`src/rtl/counter_pkg.sv`:
```
// Shared types and defaults for the up/down counter and its control stage.
package counter_pkg;

  localparam int COUNTER_WIDTH = 4;

  typedef enum logic [1:0] {
    IDLE  = 2'b00,
    RUN   = 2'b01,
    PAUSE = 2'b10
  } ctrl_state_t;

endpackage

```
`src/rtl/btn_debounce.sv`:
```
// Raw push-button conditioning: 2-FF synchronizer, debounce counter and a
// one-cycle pulse on each accepted rising level.
module btn_debounce #(
  parameter int DEBOUNCE_CYCLES = 4
) (
  input  logic clk,
  input  logic rst,
  input  logic raw,
  output logic pulse
);

  localparam int CW = (DEBOUNCE_CYCLES > 2) ? $clog2(DEBOUNCE_CYCLES) : 1;
  localparam logic [CW-1:0] LAST = CW'(DEBOUNCE_CYCLES - 1);

  logic          sync1;
  logic          s;
  logic          stable;
  logic [CW-1:0] cnt;

  always_ff @(posedge clk) begin
    if (rst) begin
      sync1  <= 1'b0;
      s      <= 1'b0;
      stable <= 1'b0;
      cnt    <= '0;
      pulse  <= 1'b0;
    end else begin
      sync1 <= raw;
      s     <= sync1;
      pulse <= 1'b0;
      if (s == stable) begin
        cnt <= '0;
      end else if (cnt == LAST) begin
        // Level held long enough: accept it; only a press (not a release) pulses.
        stable <= s;
        cnt    <= '0;
        pulse  <= s;
      end else begin
        cnt <= cnt + 1'b1;
      end
    end
  end

endmodule

```
`src/rtl/counter_ctrl.sv`:
```
// Run/pause and direction control for the 4-bit up/down counter, with an
// optional auto-reverse that ping-pongs the count between its limits.
module counter_ctrl
  import counter_pkg::*;
#(
  parameter int WIDTH           = COUNTER_WIDTH,
  parameter int DEBOUNCE_CYCLES = 4,
  parameter int MAX_VAL         = 15,
  parameter int MIN_VAL         = 0
) (
  input  logic             clk,
  input  logic             rst,
  input  logic             btn_run,
  input  logic             btn_dir,
  input  logic             auto_rev,
  input  logic [WIDTH-1:0] count,
  output logic             en,
  output logic             dir,
  output logic             turn,
  output logic [1:0]       state
);

  // Turn one step early: the counter has already advanced by the time dir lands.
  localparam logic [WIDTH-1:0] HI_TURN = WIDTH'(MAX_VAL - 1);
  localparam logic [WIDTH-1:0] LO_TURN = WIDTH'(MIN_VAL + 1);

  ctrl_state_t state_q;
  ctrl_state_t state_n;
  logic        run_pulse;
  logic        dir_pulse;
  logic        en_n;
  logic        dir_n;
  logic        turn_n;

  btn_debounce #(.DEBOUNCE_CYCLES(DEBOUNCE_CYCLES)) u_run (
    .clk   (clk),
    .rst   (rst),
    .raw   (btn_run),
    .pulse (run_pulse)
  );

  btn_debounce #(.DEBOUNCE_CYCLES(DEBOUNCE_CYCLES)) u_dir (
    .clk   (clk),
    .rst   (rst),
    .raw   (btn_dir),
    .pulse (dir_pulse)
  );

  always_ff @(posedge clk) begin
    if (rst) begin
      state_q <= IDLE;
      en      <= 1'b0;
      dir     <= 1'b1;
      turn    <= 1'b0;
    end else begin
      state_q <= state_n;
      en      <= en_n;
      dir     <= dir_n;
      turn    <= turn_n;
    end
  end

  always_comb begin
    state_n = state_q;
    case (state_q)
      IDLE:    if (run_pulse) state_n = RUN;
      RUN:     if (run_pulse) state_n = PAUSE;
      PAUSE:   if (run_pulse) state_n = RUN;
      default: state_n = IDLE;
    endcase
  end

  always_comb begin
    en_n   = (state_n == RUN);
    dir_n  = dir;
    turn_n = 1'b0;
    // Auto-reverse outranks a coincident direction press, which is dropped.
    if (auto_rev && (state_q == RUN) && dir && (count >= HI_TURN)) begin
      dir_n  = 1'b0;
      turn_n = 1'b1;
    end else if (auto_rev && (state_q == RUN) && !dir && (count <= LO_TURN)) begin
      dir_n  = 1'b1;
      turn_n = 1'b1;
    end else if (dir_pulse) begin
      dir_n = ~dir;
    end
  end

  assign state = state_q;

endmodule

```
`config.mk`:
```
export PLATFORM = sky130hd
export DESIGN_NAME = counter_ctrl
export DESIGN_NICKNAME = d
export VERILOG_FILES = /design/src/rtl/counter_pkg.sv /design/src/rtl/btn_debounce.sv /design/src/rtl/counter_ctrl.sv
export SDC_FILE = /design/constraint.sdc
export NUM_CORES = 1
export LEC_CHECK = 0
export BUFFER_PORTS_ARGS = -buffer_cell sky130_fd_sc_hd__buf_2
export CAP_MARGIN = 20
export CORE_AREA = 2 2 44 46
export DETAILED_ROUTE_END_ITERATION = 8
export DIE_AREA = 0 0 46 48
export SYNTH_ARGS = -nofsm -noshare
export SYNTH_HDL_FRONTEND = slang
export SYNTH_SLANG_ARGS = --single-unit
```
`constraint.sdc`:
```
create_clock -name clk -period 1.5 [get_ports clk]
set_clock_uncertainty 0.15 [all_clocks]
set_input_delay 0.375 -clock clk [delete_from_list [all_inputs] [get_ports clk]]
set_output_delay 0.375 -clock clk [all_outputs]
set_load 0.01 [all_outputs]
```
==> metrics.md <==
| Metric | Value |
|---|---|
| Synth cell types | `20` |
| Post-route DRC | `0` |
| First-pass GRT wire length | `1240 um` |
| Drt first-iter violations | `2` |
| GR Util All Layers | `8.59%` |
| Req. time, crit path | `0.97 ns` |
| Synthesized flop and latch total | `17` |
| Fmax | `741 MHz` |
| Startpoint Class | `flop` |
| Post-DP HPWL | `590 um` |
| Syn_nets | `68` |
| Min cycle time layout | `1.35 ns` |
| Hold Slack | `0.148 ns` |
| Setup TNS | `0 ns` |
| Sequential area share after synthesis | `55.5%` |
| Root Driver | `clkbuf_4` |
| Delay-heaviest family, CP | `flip-flops` |
| Routability cong. | `0.592` |
| Most frequent cells in the layout | `17 x dfxtp_1, 12 x buf_2, 9 x nor2_1` |
| PortBufs | `12` |
| Peak VDD IR | `0.526 mV` |
| Internal power | `0.000574 W` |
| CP max stage delay | `0.39 ns` |
| Commonest non-fill, non-tap cell in the layout | `dfxtp_1` |
| Horiz. Die Dim | `46 um` |
| Mapped Cells | `57` |
| Hold Vio Cnt, Final | `0` |
| Psw | `0.000143 W` |
| Number of vias per cell | `4.67` |
| CP Class | `flop to output port` |
| Die ar. | `0.00221 mm^2` |
| Net Sw Frac | `20.0%` |
| Syn_area_per_cell | `10.8 um^2` |
| Final net count | `84` |
| Clock transition at path regs | `0.08 ns` |
| Synth area leaders | `dfxtp_1 56%, nor2_1 5.5%, mux2i_1 4.9%, and4bb_2 4.1%, ha_1 4.1%` |
| Post-cts sizing count | `0` |
| Power density over the cells | `1000 mW/mm^2` |
| Crit end category | `output port` |
| TritonCTS clock tree | `yes` |
| Routed wire length | `868 um` |
| Yosys warns | `0` |
| Largest net degree at the start of global routing | `16` |
| Max H-tree Level | `1` |
| Critical-path maximum fanout | `5` |
| Sinks on the clock net | `17` |
| Clk network pwr share | `32.2%` |
| Top cell type's share of synthesized area | `55.5%` |
| Slowest CP cell | `dfxtp_1` |
| Leading area contributor after synthesis | `dfxtp_1` |
| Clock latency on the worst-skew pair | `0.28 ns` |
| Starting density of the core | `36.3%` |
| CTS Hold Buffers Added | `0` |
| Antenna Diode Count | `0` |
| Combinational Power Share | `3.6%` |
| Worst path bufs/invs | `1` |
| Cell Chain, Critical Path | `buf_2` |
| Setup Fix Bufs, Post-CTS | `0` |
| RSZ-0062 raised after global routing | `no` |
| Layout cells sized above 1 | `26.4%` |
| Status | `complete, no violations` |
| TritonCTS Buffers | `3` |
| Hold WC Path Type | `input port to flop` |
| IO Count | `14` |
| WL per Instance | `9.75 um` |
| Relative max-transition margin | `83.8%` |
| GRT overflow | `0` |
| Max Root-Sink Buffers | `2` |
| Crit share post-route | `90.0%` |
| Sequential share of power | `64.2%` |
| Synth-to-Final Area Change | `16.9%` |
| First drt pass iteration count | `2` |
| Core ar. | `0.00169 mm^2` |
| Die height | `48 um` |
| Slew @ Worst Pin | `0.241 ns` |
| Number of max-cap violations | `0` |
| Initial antenna violation count | `0` |
| Slew Limit Fails | `0` |
| Arr. time, crit path | `0.82 ns` |
| LEAKAGE | `0.306 nW` |
| Number of global-route vias before repair | `311` |
| Antenna Violating Nets Remaining | `0` |
| Via count | `416` |
| Core Rows | `15` |
| Final setup vio count | `0` |
| Cell Area, Synth | `613 um^2` |
==> metrics by stage <==
stage                     cell area [um^2]  worst slack, ns  util [%]  std cells  total power (W)
after global placement                 691            0.180      40.9         85         0.000497
after CTS                              717            0.125      42.4         89         0.000740
after global routing                   717           0.0859      42.4         89         0.000764
after detailed placement               691            0.178      40.9         85         0.000498
after floorplan                        613            0.258         -         57         0.000485
final                                  717            0.151      42.4         89         0.000718
==> final cells by class <==
| class | instances | area [um^2] |
|---|---|---|
| clock buffers | 4 | 26.3 |
| fillers | 179 | 972 |
| inverters | 4 | 15.0 |
| multi-input cells | 35 | 254 |
| flip-flops and latches | 17 | 340 |
| well taps | 17 | 21.3 |
| repair buffers | 12 | 60.1 |
==> power groups by stage <==
stage / registers [W] / logic (W) / clock network (W)
2_1_floorplan: 0.000471 / 0.0000143 / 0
3_3_place_gp: 0.000471 / 0.0000260 / 0
3_5_place_dp: 0.000471 / 0.0000267 / 0
4_1_cts: 0.000461 / 0.0000267 / 0.000252
5_1_grt: 0.000462 / 0.0000296 / 0.000273
6_report: 0.000461 / 0.0000260 / 0.000231
==> final timing paths <==
| check | start | endpoint | cells past startpoint | slack [ns] |
|---|---|---|---|---|
| hold reg to reg | u_run.cnt[0] | u_run.cnt[0] | 1 | 0.27 |
| hold / removal | btn_dir | u_dir.sync1 | 2 | 0.15 |
| setup / recovery | state[0] | state[0] | 1 | 0.15 |
| setup reg to reg | state[1] | dir | 3 | 0.26 |
==> synthesized netlist by cell type <==
master,number
a21oi_1,2
mux2i_1,3
and4bb_2,2
buf_1,1
a21o_1,1
or3_1,2
a22oi_1,1
dfxtp_1,17
inv_1,4
nor3b_1,1
nor2b_1,4
xnor2_1,2
and2b_2,1
a211o_1,1
ha_1,2
and3b_1,1
nor2_1,9
nor3b_2,1
nor3_1,1
and4_1,1
==> cells by family after synthesis <==
logic type,Yosys count,share of synthesized area (%)
compound gates,5,5.51
xor+xnor,2,2.86
fa+ha+maj,2,4.08
buf+inv,5,3.06
flops,17,55.5
mux,3,4.90
simple gates,23,24.1
==> layer usage <==
| metal | vias to the layer above | track usage, % | wire length (um) |
|---|---|---|---|
| met3 | 0 | 7.17 | 78 |
| li1 | 223 | - | - |
| met5 | - | 0 | 0 |
| met2 | 14 | 11.7 | 386 |
| met4 | 0 | 5.14 | 0 |
| met1 | 179 | 9.09 | 404 |
No activity file was read; power rests on OpenSTA's default activity.
